`config.mk`:
```
export PLATFORM = sky130hd
export DESIGN_NAME = jtsdram_bank
export DESIGN_NICKNAME = d
export VERILOG_FILES = /design/src/rtl/jtsdram_bank.sv
export SDC_FILE = /design/constraint.sdc
export NUM_CORES = 1
export LEC_CHECK = 0
export CORE_ASPECT_RATIO = 1.4
export CORE_MARGIN = 2
export CORE_UTILIZATION = 38
export CTS_BUF_LIST = sky130_fd_sc_hd__clkbuf_4
export DETAILED_ROUTE_END_ITERATION = 16
export PLACE_DENSITY = 0.63
export SLEW_MARGIN = 20
export SYNTH_ARGS = -nofsm -noshare
export SYNTH_HDL_FRONTEND = slang
export SYNTH_SLANG_ARGS = --single-unit
```
`constraint.sdc`:
```
create_clock -name clk -period 3.5 [get_ports clk]
set_clock_uncertainty 0.05 [all_clocks]
set_input_delay 0.7 -clock clk [delete_from_list [all_inputs] [get_ports clk]]
set_output_delay 0.7 -clock clk [all_outputs]
set_load 0.01 [all_outputs]
```
`src/rtl/jtsdram_bank.sv`:
```
// SDRAM bank self-test: LFSR-addressed read (or write-then-read) checks against a
// known address-derived pattern, with pass/fail counters and a per-request timeout.
module jtsdram_bank #(
    parameter int          WRITE_EN = 0,
    parameter logic [21:0] SEED     = 22'h2A_5A5A,
    parameter int          TOUT     = 255
) (
    input  logic        clk,
    input  logic        rst_n,
    input  logic        en,
    output logic [21:0] addr,
    output logic        rd,
    output logic        wr,
    output logic [15:0] din,
    output logic [1:0]  din_m,
    input  logic        ack,
    input  logic        rdy,
    input  logic [31:0] data_read,
    output logic        busy,
    output logic        err,
    output logic [7:0]  err_cnt,
    output logic [15:0] ok_cnt
);

    localparam int TW = $clog2(TOUT + 1);
    localparam logic [TW-1:0] TLAST = TW'(TOUT - 1);

    typedef enum logic [2:0] {IDLE, WR_REQ, WR_WAIT, RD_REQ, RD_WAIT, CHECK} state_t;

    function automatic logic [15:0] pattern(input logic [21:0] a);
        return a[15:0] ^ {10'd0, a[21:16]};
    endfunction

    function automatic logic [7:0] sat_inc(input logic [7:0] v);
        return (v == 8'hff) ? v : v + 8'd1;
    endfunction

    state_t         state;
    logic [21:0]    lfsr;
    logic [TW-1:0]  tcnt;
    logic [31:0]    data_p1;

    logic           req_st;
    logic           wait_st;
    logic           rdy_seen;
    logic           tout_hit;
    logic           pass;
    logic [21:0]    lfsr_nx;
    logic [21:0]    next_addr;

    assign req_st    = (state == WR_REQ) || (state == RD_REQ);
    assign wait_st   = (state == WR_WAIT) || (state == RD_WAIT);
    // In a request state rdy only counts when it arrives together with ack
    assign rdy_seen  = rdy && (wait_st || (req_st && ack));
    assign tout_hit  = (req_st || wait_st) && !rdy_seen && (tcnt == TLAST);
    assign lfsr_nx   = {lfsr[20:0], lfsr[21] ^ lfsr[20]};
    assign next_addr = {lfsr[21:1], 1'b0};
    assign pass      = (data_p1[15:0] == pattern(addr)) &&
                       ((WRITE_EN != 0) || (data_p1[31:16] == pattern(addr + 22'd1)));

    // Read capture stage: data is only consumed in CHECK, so it needs no reset
    always_ff @(posedge clk) begin
        if (rdy_seen && ((state == RD_REQ) || (state == RD_WAIT)))
            data_p1 <= data_read;
    end

    always_ff @(posedge clk) begin
        if (!rst_n) begin
            state   <= IDLE;
            lfsr    <= SEED;
            addr    <= '0;
            rd      <= 1'b0;
            wr      <= 1'b0;
            din     <= '0;
            din_m   <= 2'b11;
            busy    <= 1'b0;
            err     <= 1'b0;
            err_cnt <= '0;
            ok_cnt  <= '0;
            tcnt    <= '0;
        end else if (tout_hit) begin
            state   <= IDLE;
            rd      <= 1'b0;
            wr      <= 1'b0;
            din_m   <= 2'b11;
            busy    <= 1'b0;
            err     <= 1'b0 | 1'b1;
            err_cnt <= sat_inc(err_cnt);
            lfsr    <= lfsr_nx;
        end else begin
            if (req_st || wait_st)
                tcnt <= tcnt + 1'b1;
            case (state)
                IDLE: if (en) begin
                    addr <= next_addr;
                    busy <= 1'b1;
                    tcnt <= '0;
                    if (WRITE_EN != 0) begin
                        state <= WR_REQ;
                        wr    <= 1'b1;
                        din   <= pattern(next_addr);
                        din_m <= 2'b00;
                    end else begin
                        state <= RD_REQ;
                        rd    <= 1'b1;
                    end
                end
                WR_REQ: if (ack) begin
                    wr    <= 1'b0;
                    din_m <= 2'b11;
                    if (rdy) begin
                        state <= RD_REQ;
                        rd    <= 1'b1;
                        tcnt  <= '0;
                    end else begin
                        state <= WR_WAIT;
                    end
                end
                WR_WAIT: if (rdy) begin
                    state <= RD_REQ;
                    rd    <= 1'b1;
                    tcnt  <= '0;
                end
                RD_REQ: if (ack) begin
                    rd    <= 1'b0;
                    state <= rdy ? CHECK : RD_WAIT;
                end
                RD_WAIT: if (rdy)
                    state <= CHECK;
                CHECK: begin
                    if (pass) begin
                        ok_cnt <= ok_cnt + 16'd1;
                    end else begin
                        err     <= 1'b1;
                        err_cnt <= sat_inc(err_cnt);
                    end
                    lfsr  <= lfsr_nx;
                    busy  <= 1'b0;
                    state <= IDLE;
                end
                default: state <= IDLE;
            endcase
        end
    end

endmodule

```
**Word level (Yosys, flattened, before mapping)**

Index checks and enable logic that the tools add are counted.

- Bits in registers: 113
- Input bits: 37
- Output and inout bits: 68
- Logic and storage cells: 85

- Add/subtract/negate cells: 4
- Equality and inequality tests: 15
- Mux-type cells: 28
- Bitwise gates (word level): 5
- Reductions and logical operators: 23

Operators by type and width:

| cell | count |
|---|---|
| $mux W8 | 8 |
| $mux W22 | 2 |
| $eq A16 B16 Y1 | 2 |
| $xor A16 B6 Y16 | 2 |
| $pmux W8 S3 | 1 |
| $add A22 B1 Y22 const B | 1 |
| $add A16 B1 Y16 const B | 1 |
| $add A8 B1 Y8 const B | 2 |
| $eq A8 B8 Y1 const B | 2 |
| $mux W3 | 5 |
| $pmux W3 S5 | 1 |
| $ne A2 B2 Y1 const B | 6 |
| $mux W1 | 9 |
| $eq A3 B2 Y1 const B | 2 |
| $eq A3 B3 Y1 const B | 2 |
| $logic_and A1 B1 Y1 | 6 |
| $reduce_and A3 Y1 | 2 |
| $logic_or A1 B1 Y1 | 5 |
| $reduce_and A5 Y1 | 1 |
| $pmux W1 S4 | 1 |
| $reduce_and A2 Y1 | 2 |
| $reduce_and A4 Y1 | 1 |
| $reduce_bool A2 Y1 | 2 |
| $reduce_bool A4 Y1 | 1 |
| 7 further kinds | 8 |

**Longest topological paths before layout**

- Depth after elaboration: 10
- Gate-level depth with buffers: 9
- Mapped depth without buffers: 7

**Worst setup path before layout**

Ideal clock, no wire load.

- Path type: input port to flip-flop
- Start: input port rdy
- End: register data_p1[0] (enable)
- Library setup time: 0.432 ns
- Arrival time: 2.607 ns
- Required time: 3.018 ns
- Path slack: 0.411 ns
- Stages: 3
- Buffers on the path: 1
- Path through: clkbuf_1 -> nand2_1 -> a21oi_1

- Longest elaborated chain between the ends: 2

Ends and longest elaborated chain:

| what | line | text |
|---|---|---|
| from (decl) | 17 | `input logic rdy,` |
| $logic_and A1 B1 Y1 | 54 | `assign rdy_seen = rdy && (wait_st \|\| (req_st && ack));` |
| $logic_and A1 B1 Y1 | 63 | `if (rdy_seen && ((state == RD_REQ) \|\| (state == RD_WAIT)))` |
| to (signal assigned) | 64 | `data_p1 <= data_read;` |
| to (decl) | 41 | `logic [31:0] data_p1;` |

No other way between the ends.
A chain may end at the register's enable or synchronous reset.

**Worst setup path in the final report**

- Start: register state[0]
- End: register ok_cnt[12]

- Longest elaborated chain between the ends: 10
- Elaborated cells between the ends (all ways): 16

Ends and longest elaborated chain:

| what | line | text |
|---|---|---|
| from (decl) | 38 | `state_t state;` |
| from (signal assigned) | 126 | `state <= rdy ? CHECK : RD_WAIT;` |
| $eq A3 B1 Y1 or $eq A3 B2 Y1 (tied branches) | 51 | `assign req_st = (state == WR_REQ) \|\| (state == RD_REQ);` |
| $logic_or A1 B1 Y1 | 51 |  |
| $logic_and A1 B1 Y1 | 54 |  |
| $logic_or A1 B1 Y1 | 54 |  |
| $logic_and A1 B1 Y1 | 54 |  |
| $logic_not A1 Y1 | 55 | `assign tout_hit = (req_st \|\| wait_st) && !rdy_seen && (tcnt == TLAST);` |
| $logic_and A1 B1 Y1 (2 in a row) | 55 |  |
| $not A1 Y1 (no line) | n/a |  |
| $reduce_and A3 Y1 (no line) (*) | n/a |  |
| to (signal assigned) | 132 | `ok_cnt <= ok_cnt + 16'd1;` |
| to (decl) | 22 | `output logic [15:0] ok_cnt` |

Every way passes the cells marked *; elsewhere a longest branch is shown, timed or not.

==> results.json <==
{
  "cts.sinks": 113,
  "timing.slew.headroom_pct": 44.2,
  "synth_area_leader_cell": "dfxtp_1",
  "synth_edf_count": 32,
  "ant_nets": 0,
  "seqPwrFrac_pct": 51.4,
  "grt_pass1_vias": 3712,
  "h-tree-depth": 4,
  "cp.required_ps": 3890,
  "synth.avg_cell_area_um2": 9.72,
  "grt_max_degree": 35,
  "viasPerCell": 5.15,
  "period_needed_ps": 2830,
  "ios": 105,
  "hold_viol_final": 0,
  "internal-power_uw": 2070,
  "drc": 0,
  "maxSlewViolCount": 0,
  "synth.top_cell.area_share_pct": 32.5,
  "ir_drop_mv": 0.221,
  "placed_cell_area_um2": 5920,
  "n_antenna_cell": 0,
  "design_area_um2": 6240,
  "first_iter_violations": 180,
  "fp-row-count": 49,
  "fmax_mhz": 353,
  "async_reset_ff_share_pct": 0,
  "pwr-share-clk_pct": 38.7,
  "cts_buffers": 17,
  "start_util_pct": 38.9,
  "drv_cap": 0,
  "switching_power_uw": 702,
  "grt_util_all_layers_pct": 15.8,
  "status": "finished, final reports clean",
  "syn_to_final_growth_pct": 25.2,
  "synth.cell_area_um2": 4990,
  "grt_pass1_wl_um": 17600,
  "layout-drive-gt1-share_pct": 8.20,
  "worst_pin_slew_ps": 834,
  "antenna_found_initial": 0,
  "cts_root_buf": "clkbuf_4",
  "port-buffer-count": 84,
  "hold_class": "reg -> reg",
  "vias": 3932,
  "worstSetupStartpointType": "flop",
  "die_w_um": 101,
  "core_um2": 12800,
  "yosysSeqAreaShare_pct": 51.8,
  "syn_inst": 513,
  "clock_latency_ps": 510,
  "overflow": 0,
  "grt_setup_unrepaired": "false",
  "cellPowerDensity_nw_per_um2": 444,
  "cts_setup_buffers": 0,
  "cts_hold_buf": 0,
  "drt_wl_total_um": 10700,
  "tns_ps": 0,
  "dieArea_um2": 14100,
  "critPathArrivalTime_ps": 3230,
  "combPwrFrac_pct": 9.9,
  "period_share_pct": 81.0,
  "leakage_uw": 0.00235,
  "place_hpwl_um": 7590,
  "tritoncts": "done",
  "cts.clk_slew.worst_paths_ps": 110,
  "crit_type": "reg -> reg",
  "r2r_slack_ps": 670,
  "die_y_um": 140,
  "critPathMaxFanout": 32,
  "endpoint_kind": "flop",
  "swShare_pct": 25.3,
  "cts-resized-gates": 0,
  "fin_nets": 638,
  "wl_per_cell_um": 14.1,
  "yosys_warnings": 0,
  "netlist_top_cells_area": "dfxtp_1 33%, edfxtp_1 19%, mux2i_1 6.2%, nand2_1 5.9%, a21oi_1 4.3%",
  "synth_flop_cell": "dfxtp_1",
  "synth-seq-cells": 113,
  "synth_cell_types": 50,
  "cts.path.max_buffers": 2,
  "finalSetupViolations": 0,
  "dr.pass1.iters": 5,
  "place_congestion": 0.766
}
[Yosys cell counts, types with 5 or more instances]
cell	number
buf_4	20
o21ai_0	10
xnor2_1	11
o31ai_1	8
nor4_1	5
and3_1	10
dfxtp_1	81
mux2i_1	31
inv_1	6
xor2_1	18
nor3_1	9
or4_1	8
clkbuf_1	19
nand2b_1	7
nand2_1	78
nor2_1	24
a211oi_1	8
or2_2	5
a21oi_1	43
nand4_1	12
nand3_1	15
edfxtp_1	32
or3_1	10
[path summary, 6_finish.rpt]
check | depth (start not counted) | to | startpoint
max | 6 | ok_cnt[12]$_SDFFE_PN0P_ | state[0]$_SDFFE_PP0P_
min | 2 | addr[19]$_SDFFE_PN0P_ | lfsr[19]$_SDFFE_PN1P_
max reg2reg | 6 | ok_cnt[12]$_SDFFE_PN0P_ | state[0]$_SDFFE_PP0P_
min reg2reg | 2 | addr[19]$_SDFFE_PN0P_ | lfsr[19]$_SDFFE_PN1P_
[critical path, cell delays in order, from the launching register on]
cell      delay [ps]
dfxtp_1          690
nor2_2           190
xor2_2           290
a211oi_1         110
or4_4            710
or4_1            560
a21oi_1          160
[logic make-up (layout without fill, tap and decap cells)]
group	count (synthesis)	after routing	share of synthesized area (%)
other	2	20	0.151
adders and majority gates	4	4	1.00
AOI/OAI and AO/OA	85	85	10.2
and+or+nand+nor	197	197	19.5
DFF	113	113	51.8
xor gates and xnor gates	30	30	5.42
muxes	32	32	6.45
buffers and inverters	50	129	5.49
[power by group through the flow]
stage | combinational [µW] | clock, µW | sequential [µW]
2_1_floorplan | 174 | 0 | 1450
3_3_place_gp | 270 | 0 | 1460
5_1_grt | 304 | 1180 | 1430
3_5_place_dp | 275 | 0 | 1460
6_report | 274 | 1070 | 1430
4_1_cts | 276 | 1100 | 1430
[state kept, by name (all words and copies together) (netlist names)]
register,cells
lfsr,22
addr,21
rd,1
data_p1,32
busy,1
ok_cnt,16
err,1
err_cnt,8
state,3
tcnt,8
[area by class of cell]
cell class                 instances  area, µm²
tap                              153        191
sequential                       113       2580
fill                            1199       6570
clock inverter                    15        191
multi-input combinational        368       2220
timing repair buffer              91        906
inverter                           6       22.5
clock buffer                      17        128
[through the flow]
step / setup WS [ps] / std cells / hold slack (ps) / util [%] / power, µW
floorplan: 411 / 531 / 392 / - / 1620
global placement: 336 / 731 / 401 / 46.2 / 1730
detailed placement: 275 / 731 / 404 / 46.2 / 1730
CTS: 679 / 763 / 427 / 48.7 / 2810
global route: 485 / 763 / 450 / 48.7 / 2920
finish: 665 / 763 / 422 / 48.7 / 2770
[metal layers]
layer  part of all wire (%)  wire (µm)  global-route usage [%]
met5                      0          0                       0
met4                    1.2        129                    5.34
met3                    5.6        598                    5.07
met2                     52       5570                    27.4
met1                     41       4440                    18.1
[cells in the final DEF, fill, tap and decap left out, drive strengths merged, types with 10 or more instances in the layout]
cell           instances
a21oi                 43
and3                  10
clkbuf                17
clkdlybuf4s50         84
conb                  20
dfxtp                 81
edfxtp                32
mux2i                 31
nand2                 78
nand3                 15
nand4                 12
nor2                  25
o21ai                 12
or3                   10
xnor2                 11
xor2                  19
Note: power is estimated with default switching activity, not from simulation.
